## src/rtl/gsm_pkg.sv

```systemverilog
// Shared constants for the GSM modem response parser: control characters,
// response keywords and parser states.
package gsm_pkg;

    localparam logic [7:0] CHAR_CR    = 8'h0D;
    localparam logic [7:0] CHAR_LF    = 8'h0A;
    localparam logic [7:0] CHAR_GT    = 8'h3E;
    localparam logic [7:0] CHAR_SP    = 8'h20;
    localparam logic [7:0] CHAR_COMMA = 8'h2C;

    // Keywords are right-aligned: byte 0 of a keyword sits at index LEN-1.
    localparam int KW_MAX = 10;
    typedef logic [KW_MAX-1:0][7:0] kw_t;

    localparam kw_t KW_OK     = 80'("OK");
    localparam kw_t KW_ERROR  = 80'("ERROR");
    localparam kw_t KW_CMS    = 80'("+CMS ERROR");
    localparam kw_t KW_CME    = 80'("+CME ERROR");
    localparam kw_t KW_CMTI   = 80'("+CMTI:");
    localparam kw_t KW_PROMPT = 80'("> ");

    localparam int KW_OK_LEN     = 2;
    localparam int KW_ERROR_LEN  = 5;
    localparam int KW_CMS_LEN    = 10;
    localparam int KW_CME_LEN    = 10;
    localparam int KW_CMTI_LEN   = 6;
    localparam int KW_PROMPT_LEN = 2;

    localparam logic [0:0] LINE = 1'b0;
    localparam logic [0:0] SKIP = 1'b1;

    // A candidate survives once its keyword is fully matched.
    function automatic logic kw_keep(input kw_t kw, input int len, input int p,
                                     input logic [7:0] b);
        if (p >= len) return 1'b1;
        return kw[4'(len - 1 - p)] == b;
    endfunction

endpackage

```

## src/rtl/gsm_resp_timer.sv

```systemverilog
// Response timeout: arm loads a down-counter, a final response or expiry
// ends the wait. Arm always wins over done and expiry.
module gsm_resp_timer #(
    parameter int unsigned TIMEOUT_CYCLES = 50_000_000
) (
    input  logic clk,
    input  logic rst,
    input  logic arm,
    input  logic done,
    output logic busy,
    output logic timeout
);
    localparam int CW = $clog2(TIMEOUT_CYCLES + 1);
    localparam logic [CW-1:0] CNT_LOAD = CW'(TIMEOUT_CYCLES);

    logic [CW-1:0] cnt;

    always_ff @(posedge clk) begin
        if (rst) begin
            cnt     <= '0;
            busy    <= 1'b0;
            timeout <= 1'b0;
        end else begin
            timeout <= 1'b0;
            if (arm) begin
                cnt  <= CNT_LOAD;
                busy <= 1'b1;
            end else if (busy) begin
                if (done) begin
                    busy <= 1'b0;
                end else if (cnt == '0) begin
                    timeout <= 1'b1;
                    busy    <= 1'b0;
                end else begin
                    cnt <= cnt - 1'b1;
                end
            end
        end
    end

endmodule

```

## src/rtl/gsm_rx_parser.sv

```systemverilog
// Streaming classifier for GSM modem response lines with a per-command
// response timeout.
//
//   state | meaning
//   LINE  | matching bytes of the current line against all keywords
//   SKIP  | line overflowed; discard bytes up to the next LF
module gsm_rx_parser
    import gsm_pkg::*;
#(
    parameter int unsigned TIMEOUT_CYCLES = 50_000_000,
    parameter int unsigned LINE_MAX       = 32
) (
    input  logic       clk,
    input  logic       rst,
    input  logic       rx_done,
    input  logic [7:0] rx_data,
    input  logic       arm,
    output logic       busy,
    output logic       resp_ok,
    output logic       resp_error,
    output logic       resp_prompt,
    output logic       resp_timeout,
    output logic       sms_new,
    output logic [7:0] sms_index,
    output logic       overflow
);
    localparam int PW = $clog2(LINE_MAX + 1);
    localparam logic [PW-1:0] POS_MAX  = PW'(LINE_MAX);
    localparam logic [PW-1:0] POS_OK   = PW'(KW_OK_LEN);
    localparam logic [PW-1:0] POS_ERR  = PW'(KW_ERROR_LEN);
    localparam logic [PW-1:0] POS_CMX  = PW'(KW_CMS_LEN);
    localparam logic [PW-1:0] POS_CMTI = PW'(KW_CMTI_LEN);

    logic [0:0]    state;
    logic [PW-1:0] pos;
    logic          c_ok, c_err, c_cms, c_cme, c_cmti, c_prm;
    logic [7:0]    acc;
    logic          dig, comma;

    logic        is_cr, is_lf, is_dig, line_end, data_byte, restart;
    logic        ok_n, err_n, sms_n, prm_n, ovf_n;
    logic [11:0] prod;
    logic [7:0]  acc_next;

    always_comb begin
        is_cr     = rx_data == CHAR_CR;
        is_lf     = rx_data == CHAR_LF;
        is_dig    = (rx_data >= 8'h30) && (rx_data <= 8'h39);
        line_end  = rx_done && is_lf && (state == LINE) && (pos != '0);
        data_byte = rx_done && !is_cr && !is_lf && (state == LINE);
        ok_n      = line_end && c_ok && (pos == POS_OK);
        err_n     = line_end && !ok_n &&
                    ((c_err && (pos == POS_ERR)) || ((c_cms || c_cme) && (pos >= POS_CMX)));
        sms_n     = line_end && !ok_n && !err_n && c_cmti && (pos >= POS_CMTI) && comma && dig;
        ovf_n     = data_byte && (pos == POS_MAX);
        prm_n     = data_byte && !ovf_n && c_prm && (pos == PW'(1)) && (rx_data == CHAR_SP);
        restart   = (rx_done && is_lf) || prm_n;
        prod      = 12'(acc) * 12'd10 + 12'(rx_data[3:0]);
        acc_next  = (prod > 12'd255) ? 8'hFF : prod[7:0];
    end

    always_ff @(posedge clk) begin
        if (rst) begin
            state       <= LINE;
            pos         <= '0;
            {c_ok, c_err, c_cms, c_cme, c_cmti, c_prm} <= '1;
            acc         <= '0;
            dig         <= 1'b0;
            comma       <= 1'b0;
            resp_ok     <= 1'b0;
            resp_error  <= 1'b0;
            resp_prompt <= 1'b0;
            sms_new     <= 1'b0;
            sms_index   <= '0;
            overflow    <= 1'b0;
        end else begin
            resp_ok     <= ok_n;
            resp_error  <= err_n;
            resp_prompt <= prm_n;
            sms_new     <= sms_n;
            overflow    <= ovf_n;
            if (sms_n) sms_index <= acc;

            if (restart) begin
                state <= LINE;
                pos   <= '0;
                {c_ok, c_err, c_cms, c_cme, c_cmti, c_prm} <= '1;
                acc   <= '0;
                dig   <= 1'b0;
                comma <= 1'b0;
            end else if (ovf_n) begin
                state <= SKIP;
            end else if (data_byte) begin
                c_ok   <= c_ok   && kw_keep(KW_OK,     KW_OK_LEN,     int'(pos), rx_data);
                c_err  <= c_err  && kw_keep(KW_ERROR,  KW_ERROR_LEN,  int'(pos), rx_data);
                c_cms  <= c_cms  && kw_keep(KW_CMS,    KW_CMS_LEN,    int'(pos), rx_data);
                c_cme  <= c_cme  && kw_keep(KW_CME,    KW_CME_LEN,    int'(pos), rx_data);
                c_cmti <= c_cmti && kw_keep(KW_CMTI,   KW_CMTI_LEN,   int'(pos), rx_data);
                c_prm  <= c_prm  && kw_keep(KW_PROMPT, KW_PROMPT_LEN, int'(pos), rx_data);
                pos    <= pos + 1'b1;
                // Index digits only count past the "+CMTI:" prefix.
                if (pos >= POS_CMTI) begin
                    if (rx_data == CHAR_COMMA) begin
                        acc   <= '0;
                        dig   <= 1'b0;
                        comma <= 1'b1;
                    end else if (is_dig) begin
                        acc <= acc_next;
                        dig <= 1'b1;
                    end
                end
            end
        end
    end

    gsm_resp_timer #(
        .TIMEOUT_CYCLES(TIMEOUT_CYCLES)
    ) u_timer (
        .clk    (clk),
        .rst    (rst),
        .arm    (arm),
        .done   (ok_n || err_n || prm_n),
        .busy   (busy),
        .timeout(resp_timeout)
    );

endmodule

```

## config.mk

```make
export PLATFORM = sky130hd
export DESIGN_NAME = gsm_rx_parser
export DESIGN_NICKNAME = d
export VERILOG_FILES = /design/src/rtl/gsm_pkg.sv /design/src/rtl/gsm_resp_timer.sv /design/src/rtl/gsm_rx_parser.sv
export SDC_FILE = /design/constraint.sdc
export NUM_CORES = 1
export LEC_CHECK = 0
export CORE_MARGIN = 1.5
export CORE_UTILIZATION = 45
export CTS_CLUSTER_DIAMETER = 60
export DETAILED_ROUTE_END_ITERATION = 16
export MAX_ROUTING_LAYER = met4
export REMOVE_ABC_BUFFERS = 1
export SLEW_MARGIN = 20
export SYNTH_ARGS = -nofsm -noshare
export SYNTH_HDL_FRONTEND = slang
export SYNTH_SLANG_ARGS = --single-unit
```

## constraint.sdc

```tcl
create_clock -name clk -period 8.4 [get_ports clk]
set_input_delay 2.52 -clock clk [delete_from_list [all_inputs] [get_ports clk]]
set_output_delay 2.52 -clock clk [all_outputs]
set_load 0.02 [all_outputs]
```

==> run_results.csv <==
group,metric,value,unit
final_layout,final_cell_mix,"64 x dfxtp_1, 42 x nor2_1, 31 x nand2_1, 29 x a21oi_1, 29 x ha_1",
clocking,clockBufferDepth,2,
clocking,clkTransAtPathRegs,80,ps
final_layout,nNetsFinal,571,
sta,rsz0062_at_grt,"no",
synthesis,ys_ff_latch,64,
setup_path,r2r_cells,9,
route,first_pass_iters,4,
synthesis,synth.distinct_cells,61,
final_layout,areaGrowthSynthToFinish,12.7,%
sta,max-slew-margin-rel,49.7,%
power_and_ir_drop,vdd_drop_max,0.0000880,V
setup_path,cp.required,8680,ps
power_and_ir_drop,power.internal,0.509,mW
synthesis,syn_area,4280,um2
sta,hold_viol,0,
power_and_ir_drop,p_seq_share,44.2,%
final_layout,final_core_util,52.3,%
clocking,clock_sinks,64,
route,drt-total-wl,10.7,mm
route,viasPerCell,5.94,
sta,whs,454,ps
sta,fmax,194,MHz
die,die_h,101,um
setup_path,crit_buf_inv,1,
die,coreArea,9240,um2
setup_path,worstSetupStartpoint,"rx_data[2]",
clocking,cts-htree-levels,3,
place,routabilityCongestion,0.877,
synthesis,syn_avg_cell_area,8.33,um2
setup_path,crit_chain,"clkdlybuf4s50_1, and3b_1, o211ai_1, nand3_1, nand2_1, a31oi_1, o2bb2ai_1",
setup_path,cp_max_fo,20,
route,vias,3933,
die,start_util,46.4,%
final_layout,design_area,4830,um2
flow_run,drv_cap,0,
die,die_area,10100,um2
setup_path,arrival,5430,ps
sta,slew_violations,0,
setup_path,cp_num_cells,7,
route,drtIter0Drc,205,
die,die_w,101,um
setup_path,critPathSlowestCell,"clkdlybuf4s50_1",
synthesis,synth_warnings,0,
place,post_dp_cell_area,4620,um2
synthesis,synth_cells,514,
grt,grt_pass1_wl,18.0,mm
grt,grt_pass1_vias,3673,
grt,grt_max_degree,34,
synthesis,synth_ff_type,"dfxtp_1",
power_and_ir_drop,power_density,154,nW/um2
die,rows,35,
synthesis,synth-async-reset-ratio,0,%
grt,globalRoute.totalOverflow,0,
place,numPortBuffers,26,
route,final_antenna_net_count,0,
sta,finalSetupTns,0,ps
route,wl_per_cell,16.2,um
power_and_ir_drop,switchingPower,0.235,mW
clocking,cts.repair.resized,0,
place,place_hpwl,7.57,mm
synthesis,ys_seq_area_share,29.9,%
clocking,cts-root-buf,"clkbuf_8",
clocking,cts_tree,"done",
worst_hold_path,hp-class,"register to register",
setup_path,critPathCapture,"acc[3]$_SDFFE_PP0P_",
setup_path,critPathLaunchType,"input pin",
power_and_ir_drop,clkPwrFrac,36.9,%
setup_path,cp_slowest_stage_delay,960,ps
die,pin_count,27,
final_layout,num_antenna_cells,0,
final_layout,post_route_cells_drive_above_1_share,6.57,%
setup_path,critPathCaptureType,"register",
power_and_ir_drop,sw_frac_of_total,31.6,%
setup_path,critical-path-top-delay-family,"compound AO/OA/AOI/OAI gates",
setup_path,rr_startpoint,"pos[1]$_SDFFE_PP0P_",
synthesis,synth_edf_count,0,
power_and_ir_drop,finalPower,0.744,mW
power_and_ir_drop,comb_power_share,18.9,%
grt,antenna_found_initial,0,
setup_path,rr_endpoint,"u_timer.cnt[22]$_SDFFE_PP0P_",
sta,fin_crit_sh,61.3,%
power_and_ir_drop,power.leakage,1.90,nW
grt,groute.usage.overall,23.0,%
clocking,clk_latency,350,ps
sta,setup_ws,3250,ps
setup_path,r2r_setup_slack,5230,ps
final_layout,fin_cells,662,
route,drc,0,
clocking,cts_hold_buf,0,
sta,clock_skew,10.7,ps
sta,worstMarginPinSlew,752,ps
sta,period_minus_slack,5150,ps
sta,final-setup-viol-count,0,
setup_path,critPathKind,"input pin to register",
final_layout,final_common_cell,"dfxtp_1",
clocking,post_cts_buffers,0,
clocking,cts_buffers,9,
place,place_ws,2940,ps
place,place_inst,646,
outcome,outcome,"finished clean",
## flip-flops by register name, indices dropped and copies added, names as in the netlist, 6 cells and up
register and cells:
acc 8, sms_index 8, pos 6, u_timer.cnt 26
## synthesized netlist by cell type (2+ instances only)
library cell   n  area share, %
a21o_1         5           0.88
o2111ai_1      4           0.82
inv_1         17            1.5
a31oi_1       17            2.5
or4_1          9            1.6
o41ai_1        6            1.2
nand4b_1       5            1.0
and4_1         3           0.61
nor2b_1        4           0.58
mux2i_1       17            4.0
or2_2          6           0.88
and3b_1        2           0.41
o311ai_0       3           0.61
a211oi_1       3           0.53
buf_2          2           0.23
nor3_1        26            3.0
and3_1         5           0.73
nand2b_1       5           0.73
nand4_1        6           0.88
xnor2_1       15            3.1
nor2_1        42            3.7
nor4bb_1       2           0.47
or3_1         18            2.6
o21a_1         2           0.35
nor4_1        11            1.6
a41o_1         3           0.70
nand3b_1       3           0.53
a21oi_1       29            3.4
ha_1          29            8.5
o211a_1        3           0.70
a31o_2         2           0.41
nand2_1       31            2.7
dfxtp_1       64             30
o31ai_1        7            1.2
xor2_1        14            2.9
o21ai_0       18            2.1
nor3b_1        4           0.70
clkbuf_1      22            1.9
o2bb2ai_1      8            1.6
nand3_1       18            2.1
o211ai_1       3           0.53
fa_1           2           0.93
## final cells by class
type,count,area (um2)
fillers,876,4410
multi-input cells,407,2840
flip-flops and latches,64,1280
repair buffers,29,283
well taps,129,161
clock buffers,9,124
clock inverters,7,81.3
inverters,17,63.8
## power groups by stage
stage               Combinational, mW  Sequential, mW  Clock [mW]
floorplan                      0.0975           0.332           0
global placement                0.138           0.335           0
detailed placement              0.140           0.335           0
CTS                             0.140           0.328       0.280
global route                    0.156           0.330       0.296
finish                          0.140           0.329       0.275
## logic make-up after synthesis
family | Yosys count | synth area share (%)
flops | 64 | 29.9
compound gates | 124 | 20.6
fa+ha+maj | 31 | 9.40
buf+inv | 43 | 3.91
xor+xnor | 29 | 5.93
simple gates | 206 | 26.3
mux | 17 | 3.97
## worst min path at each step
stage,cells after the start,end,start,slack [ps]
6_report,1,c_prm$_SDFFE_PP1P_,c_prm$_SDFFE_PP1P_,450
5_1_grt,1,comma$_SDFFE_PP0P_,comma$_SDFFE_PP0P_,480
4_1_cts,1,c_prm$_SDFFE_PP1P_,c_prm$_SDFFE_PP1P_,460
3_5_place_dp,1,c_prm$_SDFFE_PP1P_,c_prm$_SDFFE_PP1P_,440
3_3_place_gp,1,c_prm$_SDFFE_PP1P_,c_prm$_SDFFE_PP1P_,440
2_1_floorplan,1,c_prm$_SDFFE_PP1P_,c_prm$_SDFFE_PP1P_,420
## layer usage
layer | GRT usage [%] | part of all wire [%] | vias to the layer above
met1 | 28.8 | 46 | 1860
li1 | - | - | 1955
met2 | 38.2 | 48 | 107
met4 | 6.61 | 1.4 | 0
met5 | - | 0 | -
met3 | 4.16 | 4.7 | 11
(Power assumes the default switching activity.)
